===== config.mk =====
export PLATFORM = sky130hd
export DESIGN_NAME = dispatch_arbiter
export DESIGN_NICKNAME = d
export VERILOG_FILES = /design/src/rtl/dispatch_arbiter.sv
export SDC_FILE = /design/constraint.sdc
export NUM_CORES = 1
export LEC_CHECK = 0
export CELL_PAD_IN_SITES_DETAIL_PLACEMENT = 1
export CELL_PAD_IN_SITES_GLOBAL_PLACEMENT = 1
export CORE_UTILIZATION = 26
export CTS_BUF_LIST = sky130_fd_sc_hd__clkbuf_4
export CTS_CLUSTER_DIAMETER = 80
export DETAILED_ROUTE_END_ITERATION = 10
export GPL_ROUTABILITY_DRIVEN = 1
export HOLD_SLACK_MARGIN = 0.15
export PLACE_DENSITY = 0.78
export REMOVE_ABC_BUFFERS = 1
export SYNTH_ARGS = -nofsm -noshare
export SYNTH_HDL_FRONTEND = slang
export SYNTH_SLANG_ARGS = --single-unit

===== constraint.sdc =====
create_clock -name clk -period 1.46 [get_ports clk]
set_clock_uncertainty 0.1 [all_clocks]
set_input_delay 0.292 -clock clk [delete_from_list [all_inputs] [get_ports clk]]
set_output_delay 0.292 -clock clk [all_outputs]
set_load 0.005 [all_outputs]

===== src/rtl/dispatch_arbiter.sv =====
// dispatch_arbiter: shares one network-source packet input among NUM_REQ requesters.
// Bursts of SPK packets are atomic up to a terminator (any non-SPK opcode), bursts are
// granted round-robin, and a single output register drives src/src_valid.
module dispatch_arbiter #(
    parameter int unsigned PKT_WIDTH    = 16,
    parameter int unsigned PFX_WIDTH    = 2,
    parameter int unsigned NUM_REQ      = 2,
    parameter int unsigned IDLE_TIMEOUT = 0
) (
    input  logic                              clk,
    input  logic                              arstn,
    input  logic [NUM_REQ-1:0]                req_valid_i,
    output logic [NUM_REQ-1:0]                req_ready_o,
    input  logic [NUM_REQ-1:0][PKT_WIDTH-1:0] req_pkt_i,
    output logic                              src_valid_o,
    input  logic                              src_ready_i,
    output logic [PKT_WIDTH-1:0]              src_o,
    output logic [$clog2(NUM_REQ)-1:0]        grant_id_o,
    output logic                              locked_o,
    output logic                              timeout_o
);

    localparam int unsigned IdW       = $clog2(NUM_REQ);
    localparam bit          TimeoutEn = (IDLE_TIMEOUT != 0);
    // Counter only needs to reach IDLE_TIMEOUT-1; the next idle cycle fires.
    localparam int unsigned CntW      = (IDLE_TIMEOUT > 1) ? $clog2(IDLE_TIMEOUT) : 1;
    localparam int unsigned CntLast   = TimeoutEn ? IDLE_TIMEOUT - 1 : 0;
    // SPK is the only non-terminating opcode; RUN/FIN/CLR all end a burst.
    localparam logic [PFX_WIDTH-1:0] OpcSpk = '0;

    typedef enum logic [0:0] {
        StIdle,
        StLocked
    } state_e;

    state_e               state_q, state_d;
    logic [IdW-1:0]       grant_q, grant_d;
    logic [IdW-1:0]       rr_q, rr_d;
    logic [CntW-1:0]      idle_q, idle_d;
    logic                 timeout_q, timeout_d;
    logic                 src_valid_q, src_valid_d;
    logic [PKT_WIDTH-1:0] src_q, src_d;

    logic                 out_free;
    logic                 win_found;
    logic [IdW-1:0]       win_idx;
    logic [IdW-1:0]       owner;
    logic                 owner_ok;
    logic                 accept;
    logic [PKT_WIDTH-1:0] acc_pkt;
    logic                 acc_term;
    logic [NUM_REQ-1:0]   ready_raw;

    function automatic logic [IdW-1:0] next_id(input logic [IdW-1:0] id);
        if (32'(id) == NUM_REQ - 1) begin
            return '0;
        end
        return id + 1'b1;
    endfunction

    // Round-robin search for the first valid requester at or above the rr pointer.
    always_comb begin
        int unsigned    cand;
        logic [IdW-1:0] cand_id;
        win_found = 1'b0;
        win_idx   = '0;
        cand      = 0;
        cand_id   = '0;
        for (int k = 0; k < NUM_REQ; k++) begin
            cand    = (32'(rr_q) + 32'(k)) % NUM_REQ;
            cand_id = IdW'(cand);
            if (!win_found && req_valid_i[cand_id]) begin
                win_found = 1'b1;
                win_idx   = cand_id;
            end
        end
    end

    // Select the single requester allowed to transfer this cycle and decode its packet.
    always_comb begin
        out_free  = !src_valid_q || src_ready_i;
        owner     = (state_q == StLocked) ? grant_q : win_idx;
        // A locked grantee is offered ready even while it is not presenting a packet.
        owner_ok  = (state_q == StLocked) || win_found;
        accept    = owner_ok && out_free && req_valid_i[owner];
        acc_pkt   = req_pkt_i[owner];
        acc_term  = (acc_pkt[PKT_WIDTH-1 -: PFX_WIDTH] != OpcSpk);
        ready_raw = '0;
        if (owner_ok && out_free) begin
            ready_raw[owner] = 1'b1;
        end
    end

    // Nothing is accepted while reset is held, even though the output stage looks free.
    assign req_ready_o = arstn ? ready_raw : '0;

    // Next-state: output register, burst lock, round-robin pointer and idle timeout.
    always_comb begin
        state_d     = state_q;
        grant_d     = grant_q;
        rr_d        = rr_q;
        idle_d      = idle_q;
        timeout_d   = 1'b0;
        src_valid_d = src_valid_q;
        src_d       = src_q;

        // A new accept replaces a draining packet in the same cycle, so no bubble.
        if (accept) begin
            src_valid_d = 1'b1;
            src_d       = acc_pkt;
        end else if (src_valid_q && src_ready_i) begin
            src_valid_d = 1'b0;
        end

        unique case (state_q)
            StIdle: begin
                idle_d = '0;
                if (accept) begin
                    grant_d = owner;
                    if (acc_term) begin
                        rr_d = next_id(owner);
                    end else begin
                        state_d = StLocked;
                    end
                end
            end
            StLocked: begin
                if (accept) begin
                    idle_d = '0;
                    if (acc_term) begin
                        state_d = StIdle;
                        rr_d    = next_id(grant_q);
                    end
                end else if (TimeoutEn && !req_valid_i[grant_q]) begin
                    if (idle_q == CntW'(CntLast)) begin
                        // Revoke the lock; a packet already in the output register still drains.
                        state_d   = StIdle;
                        rr_d      = next_id(grant_q);
                        idle_d    = '0;
                        timeout_d = 1'b1;
                    end else begin
                        idle_d = idle_q + 1'b1;
                    end
                end
            end
            default: begin
                state_d = StIdle;
            end
        endcase
    end

    // State and registered outputs; reset drops any in-flight packet.
    always_ff @(posedge clk or negedge arstn) begin
        if (!arstn) begin
            state_q     <= StIdle;
            grant_q     <= '0;
            rr_q        <= '0;
            idle_q      <= '0;
            timeout_q   <= 1'b0;
            src_valid_q <= 1'b0;
            src_q       <= '0;
        end else begin
            state_q     <= state_d;
            grant_q     <= grant_d;
            rr_q        <= rr_d;
            idle_q      <= idle_d;
            timeout_q   <= timeout_d;
            src_valid_q <= src_valid_d;
            src_q       <= src_d;
        end
    end

    assign src_valid_o = src_valid_q;
    assign src_o       = src_q;
    assign grant_id_o  = grant_q;
    assign locked_o    = (state_q == StLocked);
    assign timeout_o   = timeout_q;

    // A stalled packet must stay put until the source takes it.
    a_hold_stable: assert property (@(posedge clk) disable iff (!arstn)
        src_valid_o && !src_ready_i |=> src_valid_o && $stable(src_o));

    // At most one requester is ever offered the output.
    a_ready_onehot: assert property (@(posedge clk) $onehot0(req_ready_o));

endmodule


== Word level (Yosys, flattened, before mapping) ==
Index checks and enable logic that the tools add are counted.
Word-level totals
  register bits after elaboration: 20
  input port bits: 37
  output and inout port bits: 22
  word-level logic and storage cells: 70
Cells by class
  add/subtract/negate cells: 3
  magnitude comparators: 4
  eq/ne operators: 4
  muxes and demuxes: 40
  bitwise gates (word level): 1
  reductions and logical operators: 13
Operator list (count)
  two-way mux 1 bit: 33
  two-way mux 16 bit: 2
  < comparator 1 x 2 -> 1 bit, second input constant: 3
  logical AND 1 bit: 5
  two-way mux 2 bit: 2
  != test 2 x 1 -> 1 bit, second input constant: 2
  != test 2 bit, second input constant: 2
  one-hot mux 1 bit (2 select lines): 2
  AND reduction 4 bit: 1
  nonzero test 2 bit: 2
  adder 1 bit, second input constant: 3
  logical NOT 1 bit: 2
  logical OR 1 bit: 2
  AND reduction 2 bit: 1
  demux 1 bit (select 1 bit): 1
  greater-or-equal comparator 1 bit, second input constant: 1
  inverter 1 bit: 1

== Longest topological paths before layout ==
Gate-level depths: netlist of the first run.
  depth in word-level cells: 17
  gate-level depth with buffers: 6
  gate-level depth less buffers: 4

== Least setup slack after synthesis of the first run ==
No wires, ideal clock.
  kind: register -> output
  start: register rr_q
  end: output req_ready_o[0]
  arrival: 1.104 ns
  data required time: 1.068 ns
  setup slack: -0.036 ns
  stages on the path, launching flop included: 6
  path buffers: 1
  cells stage by stage: dfrtp_1 > nand2b_1 > a31oi_4 > buf_4 > inv_1 > nor2_1
On the way
  cells in the longest elaborated chain, start to end: 13
  elaborated cells on any way between the ends: 21
  those cells by class: 1 x add/sub; 2 x order compare; 13 x mux; 5 x reduce/logical
Ends and longest elaborated chain
  from (decl): RTL line 38  | logic [IdW-1:0] rr_q, rr_d;
  from (signal assigned): RTL line 165  | rr_q <= rr_d;
  two-way mux 1 bit (implied by the code) (2 in a row): RTL line 72  | if (!win_found && req_valid_i[cand_id]) begin
  two-way mux 1 bit: RTL line 72
  logical NOT 1 bit: RTL line 72
  logical AND 1 bit: RTL line 72
  two-way mux 1 bit: RTL line 72
  two-way mux 1 bit: RTL line 82  | owner = (state_q == StLocked) ? grant_q : win_idx;
  < comparator 1 x 2 -> 1 bit (implied by the code) or greater-or-equal comparator 1 bit (tied branches): RTL line 90  | ready_raw[owner] = 1'b1;
  logical AND 1 bit (implied by the code): RTL line 90
  two-way mux 1 bit (implied by the code): RTL line 90
  demux 1 bit (select 1 bit): RTL line 90
  two-way mux 2 bit (*): RTL line 89  | if (owner_ok && out_free) begin
  two-way mux 2 bit (*): RTL line 95  | assign req_ready_o = arstn ? ready_raw : '0;
  to (decl): RTL line 13  | output logic [NUM_REQ-1:0] req_ready_o,
Every way passes the cells marked *; elsewhere a longest branch is shown, timed or not. The select of a mux whose other input is x is not followed.

==> results.json, run 1 <==
{
  "min_period_ns": 1.762,
  "post-place-cells": 219,
  "r2r_cells": 8,
  "dpl.hpwl_mm": 2.701,
  "fin_nets": 233,
  "grt_pass1_vias": 1289,
  "hold_viol_final": 0,
  "synth_top_cell_by_area": "dfrtp_1",
  "ant_nets": 0,
  "antenna_found_initial": 0,
  "vias_per_cell": 4.918,
  "ys_seq_area_frac": 0.4640,
  "cts_tree": "yes",
  "htree_levels": 1,
  "slowest_delay_ns": 0.46,
  "totalWireLength_mm": 4.309,
  "fmax_mhz": 567.5,
  "tns_ns": -5.295,
  "rsz0062_at_grt": "yes",
  "r2r_setup_slack_ns": -0.28,
  "critPathMaxFanout": 4,
  "violations": "negative setup slack",
  "die_h_microns": 66.41,
  "drcViolationCount": 0,
  "syn_area_sq_um": 1079,
  "cts_buffer_depth": 2,
  "synth_area_leaders": "dfrtp_1 (46%), o32ai_1 (13%), a21oi_2 (7.3%)",
  "placementRows": 23,
  "whs_ns": 0.4198,
  "start_kind": "register",
  "clock_sinks": 20,
  "endpoint": "req_ready_o[1]",
  "start_util": 0.2696,
  "power.density_nw_per_um2": 1837,
  "synthToLayoutAreaGrowth_pct": 112.3,
  "multi_input_area_sq_um": 703.2,
  "layout-drive-gt1-share": 0.4536,
  "yosys.cell_types.count": 27,
  "finalMaxSlewViolations": 0,
  "ioPinCount": 59,
  "seqCellArea_sq_um": 501.7,
  "numCtsBuffers": 3,
  "crit_path_end_kind": "primary output",
  "leakagePower_nw": 0.9832,
  "avgSynthCellArea_sq_um": 10.57,
  "drv_cap": 0,
  "path_clk_slew_ns": 0.11,
  "synth_top_cell_area_share": 0.4640,
  "root_buffer": "clkbuf_4",
  "grt_pass1_wl_mm": 6.582,
  "synth-seq-cells": 20,
  "syn_inst": 102,
  "cp_data_arrival_time_ns": 1.37,
  "irDropWorstVdd_mv": 0.7769,
  "setup_viol": 22,
  "grt_max_degree": 21,
  "fin_crit_sh": 1.207,
  "vias": 1200,
  "slowest_stage": "dfrtp_2",
  "cp.required_ns": 1.07,
  "gp_congestion": 0.6864,
  "hold_class": "register to register",
  "clk_latency_ns": 0.30,
  "core_sq_um": 4000,
  "drtIter0Drc": 22,
  "final.fill_count": 425,
  "die_x_microns": 66.41,
  "fin_ws_ns": -0.3022,
  "wl_per_cell_microns": 17.66,
  "path_cells": "buf_4 > o311ai_4 > nor2_1 > buf_2",
  "worstSetupPathType": "register to primary output",
  "die-area_sq_um": 4410,
  "port_buffers": 57,
  "ys_warn_count": 0,
  "grt.total_usage": 0.2050,
  "fin_cells": 244,
  "grt-ovfl-total": 0,
  "diodes": 0,
  "firstDrtPassIters": 4,
  "outcome": "finished with violations",
  "timing.rr.end": "src_o[13]"
}
[cell families (layout without fill, tap and decap cells)]
| logic type | count (synthesis) | after routing | synth area share |
|---|---|---|---|
| buffers and inverters | 27 | 119 | 0.1346 |
| multiplexers | 1 | 1 | 0.009281 |
| other | 1 | 1 | 0.003477 |
| AND/OR/NAND/NOR | 12 | 12 | 0.05801 |
| AO/OA/AOI/OAI | 41 | 41 | 0.3306 |
| flip-flops | 20 | 20 | 0.4640 |
[layer usage]
metal / up-vias / share of wire / track usage
met5: - / 0 / 0
met4: 0 / 0.020 / 0.05585
met3: 10 / 0.044 / 0.05345
met2: 38 / 0.57 / 0.3967
met1: 601 / 0.36 / 0.2139
li1: 551 / - / -
[how the worst min path moves through the flow]
stage | end | depth (start not counted) | from
finish | src_o[10] | 2 | src_o[10]
global route | src_o[14] | 2 | src_o[14]
floorplan | asynchronous set/reset pin | 0 | arstn
detailed placement | src_o[10] | 2 | src_o[10]
CTS | src_o[10] | 2 | src_o[10]
global placement | src_o[7] | 2 | src_o[7]
[cells in the mapped netlist (all sizes together)]
library cell and n:
a21oi 16, a31oi 2, a41o 1, and2 1, buf 7, conb 1, dfrtp 20, inv 20
mux2i 1, nand2 3, nand2b 3, nor2 4, o2111ai 1, o21a 1, o21ai 1, o221a 1
o2bb2ai 1, o311ai 1, o32ai 16, or3 1
[state kept, by name, summed over array words and instances, names as in the netlist, named ones only]
name	count
src_o	16
src_valid_o	1
rr_q	1
grant_id_o	1
[what timing repair did]
action                                  in CTS  in global routing
gates cloned                                 1                  0
endpoints found under the hold margin       20                  0
endpoints found under the setup margin      40                 22
resized for setup                           70                 19
hold buffers                                 1                  0
buffers inserted                            15                  8
pin swaps                                    6                 10
[stage by stage]
step / power [mW] / utilization / setup WS [ns] / cell area [sq um]
finish: 4.207 / 0.5724 / -0.3022 / 2290
global route: 4.484 / 0.5724 / -0.3984 / 2290
CTS: 3.854 / 0.5364 / -0.3423 / 2146
detailed placement: 2.910 / 0.4454 / -0.7764 / 1782
global placement: 2.794 / 0.4454 / -0.7122 / 1782
floorplan: 1.790 / - / -0.3191 / 1008
[cells in the final DEF, fill, tap and decap left out, types with 2 or more instances in the layout]
cell	synthesis	final
buf_6	2	11
o32ai_1	16	3
buf_2	1	2
buf_4	3	25
dlygate4sd2_1	0	20
a21oi_2	9	13
nor2_1	4	3
inv_1	20	18
dfrtp_1	20	19
o32ai_2	0	5
nand2b_4	0	3
clkdlybuf4s50_1	0	33
o32ai_4	0	8
clkbuf_4	0	3
a21oi_1	7	3
buf_12	1	3
nand2_2	1	2
inv_2	0	2
[worst max-delay path: cells and delay by family, from the launching register on]
family	cells	cell delay, ns
AOI/OAI and AO/OA	1	0.24
buffers and inverters	2	0.28
DFF	1	0.46
and+or+nand+nor	1	0.08
[report_power, final]
group | total [mW] | internal (mW) | switching (mW)
Combinational | 2.94 | 1.66 | 1.28
Sequential | 1.00 | 0.827 | 0.172
Clock | 0.266 | 0.0964 | 0.170
Total | 4.21 | 2.59 | 1.62
[cell type report]
| type | instances | share of cell area |
|---|---|---|
| repair buffers | 96 | 0.4038 |
| multi-input cells | 55 | 0.3071 |
| flip-flops and latches | 20 | 0.2191 |
| inverters | 20 | 0.03279 |
| well taps | 50 | 0.02732 |
| clock buffers | 3 | 0.009836 |
Note: power is estimated with default switching activity, not from simulation.
==> run 2, diff against run 1 <==
- HOLD_SLACK_MARGIN: 0.15 -> 0.1
==> results.json, run 2 (synthesis gave the netlist of run 1 again) <==
{
  "seqPwrFrac": 0.248,
  "drv_cap": 0,
  "totalWireLength_mm": 4.100,
  "r2r_cells": 7,
  "irDropWorstVdd_mv": 0.7571,
  "dpl.hpwl_mm": 2.701,
  "leakagePower_nw": 0.9621,
  "power.density_nw_per_um2": 1816,
  "p_sw_frac": 0.3796,
  "path_cells": "buf_4 > o311ai_4 > nor2_1 > buf_2",
  "fin_crit_sh": 1.224,
  "utilization": 0.5558,
  "hold_class": "input port to asynchronous set/reset pin",
  "vias": 1168,
  "grt_pass1_vias": 1290,
  "ioPinCount": 59,
  "antenna_found_initial": 0,
  "diodes": 0,
  "hold_viol_final": 0,
  "vias_per_cell": 4.908,
  "cts_buffer_depth": 2,
  "violations": "negative setup slack",
  "wl_per_cell_microns": 17.23,
  "finalMaxSlewViolations": 0,
  "root_buffer": "clkbuf_4",
  "crit_buf_inv": 2,
  "seqCellArea_sq_um": 501.7,
  "worstSetupPathType": "register to primary output",
  "outcome": "finished with violations",
  "numCtsBuffers": 3,
  "path_clk_slew_ns": 0.11,
  "placementRows": 23,
  "final_common_cell": "clkdlybuf4s50_1",
  "grt-ovfl-total": 0,
  "pwr-share-comb": 0.684,
  "pwr-share-clk": 0.068,
  "cp_data_arrival_time_ns": 1.39,
  "port_buffers": 57,
  "finalPower_mw": 4.037,
  "final_cell_mix": "clkdlybuf4s50_1 (33), buf_4 (22), dfrtp_1 (19), dlygate4sd2_1 (19), inv_1 (18)",
  "die_h_microns": 66.41,
  "start_util": 0.2696,
  "rsz0062_at_grt": "yes",
  "critPathMaxFanout": 4,
  "largest_reg_flops": 16,
  "drcViolationCount": 0,
  "grt.total_usage": 0.2038,
  "grt_max_degree": 21,
  "cts_tree": "yes",
  "dpl_cell_area_sq_um": 1782,
  "cp.required_ns": 1.07,
  "switching_power_mw": 1.533,
  "fin_cells": 238,
  "clock_sinks": 20,
  "fin_nets": 227,
  "crit_path_end_kind": "primary output",
  "layout-drive-gt1-share": 0.4255,
  "fin_ws_ns": -0.3270,
  "setup_viol": 21,
  "stdcell_area_sq_um": 2223,
  "final.fill_count": 414,
  "timing.rr.end": "src_o[0]",
  "r2r_setup_slack_ns": -0.30,
  "cts_hold_buf": 0,
  "slowest_stage": "dfrtp_2",
  "clk_latency_ns": 0.32,
  "gp_congestion": 0.6864,
  "core_sq_um": 4000,
  "grt_pass1_wl_mm": 6.506,
  "slowest_delay_ns": 0.46,
  "fmax_mhz": 559.6,
  "firstDrtPassIters": 2,
  "synthToLayoutAreaGrowth_pct": 106.1,
  "multi_input_area_sq_um": 680.7,
  "cpLargestDelayFamily": "flip-flops",
  "intPower_mw": 2.504,
  "post-place-cells": 219,
  "die-area_sq_um": 4410,
  "htree_levels": 1,
  "ant_nets": 0,
  "start_kind": "register",
  "min_period_ns": 1.787,
  "drtIter0Drc": 37,
  "die_x_microns": 66.41
}
## run 2: power by group through the flow
stage / Combinational, mW / Clock, mW / Sequential, mW
after floorplan: 0.783 / 0 / 1.01
after global placement: 1.82 / 0 / 0.970
after detailed placement: 1.92 / 0 / 0.994
after CTS: 2.58 / 0.278 / 0.989
after global routing: 2.98 / 0.314 / 1.03
final: 2.76 / 0.276 / 1.00
## run 2: timing repair
item / 4_1_cts / 5_1_grt
gates resized for setup: 70 / 13
cloned: 1 / 0
buffers inserted: 15 / 2
setup endpoints to repair: 40 / 23
pin swaps: 6 / 3
## run 2: routing by layer
layer | track usage | vias to the layer above | routed length (microns)
li1 | - | 539 | -
met1 | 0.2209 | 588 | 1568
met2 | 0.3839 | 35 | 2256
met3 | 0.04828 | 6 | 186
met4 | 0.06383 | 0 | 88
met5 | 0 | - | 0
## run 2: metrics by stage
stage | setup WS (ns) | setup TNS, ns | hold WS (ns)
2_1_floorplan | -0.3191 | -5.563 | -0.1036
3_3_place_gp | -0.7122 | -12.13 | 0.4024
3_5_place_dp | -0.7764 | -13.67 | 0.4065
4_1_cts | -0.3423 | -4.728 | 0.1044
5_1_grt | -0.4153 | -6.076 | 0.1462
6_report | -0.3270 | -4.505 | 0.1399
## run 2: worst max-delay path by stage
stage	start	endpoint	slack [ns]	cells past startpoint
2_1_floorplan	register	src_o[0]	-0.32	4
3_3_place_gp	req_valid_i[0]	req_ready_o[0]	-0.71	6
4_1_cts	register	req_ready_o[0]	-0.34	5
3_5_place_dp	req_valid_i[0]	req_ready_o[0]	-0.78	6
6_report	register	req_ready_o[1]	-0.33	4
5_1_grt	register	req_ready_o[0]	-0.42	5
## run 2: layout make-up
cell class,instances,share of cell area
Inverter,20,0.03376
Clock buffer,3,0.01013
Tap cell,50,0.02814
Timing Repair Buffer,90,0.3962
Multi-Input combinational cell,55,0.3061
Sequential cell,20,0.2257
==> run 3, diff against run 2 <==
- CTS_CLUSTER_DIAMETER: 80 -> default
==> results of run 3 <==
No change in the layout: final DEF, timing and power equal those of run 2.
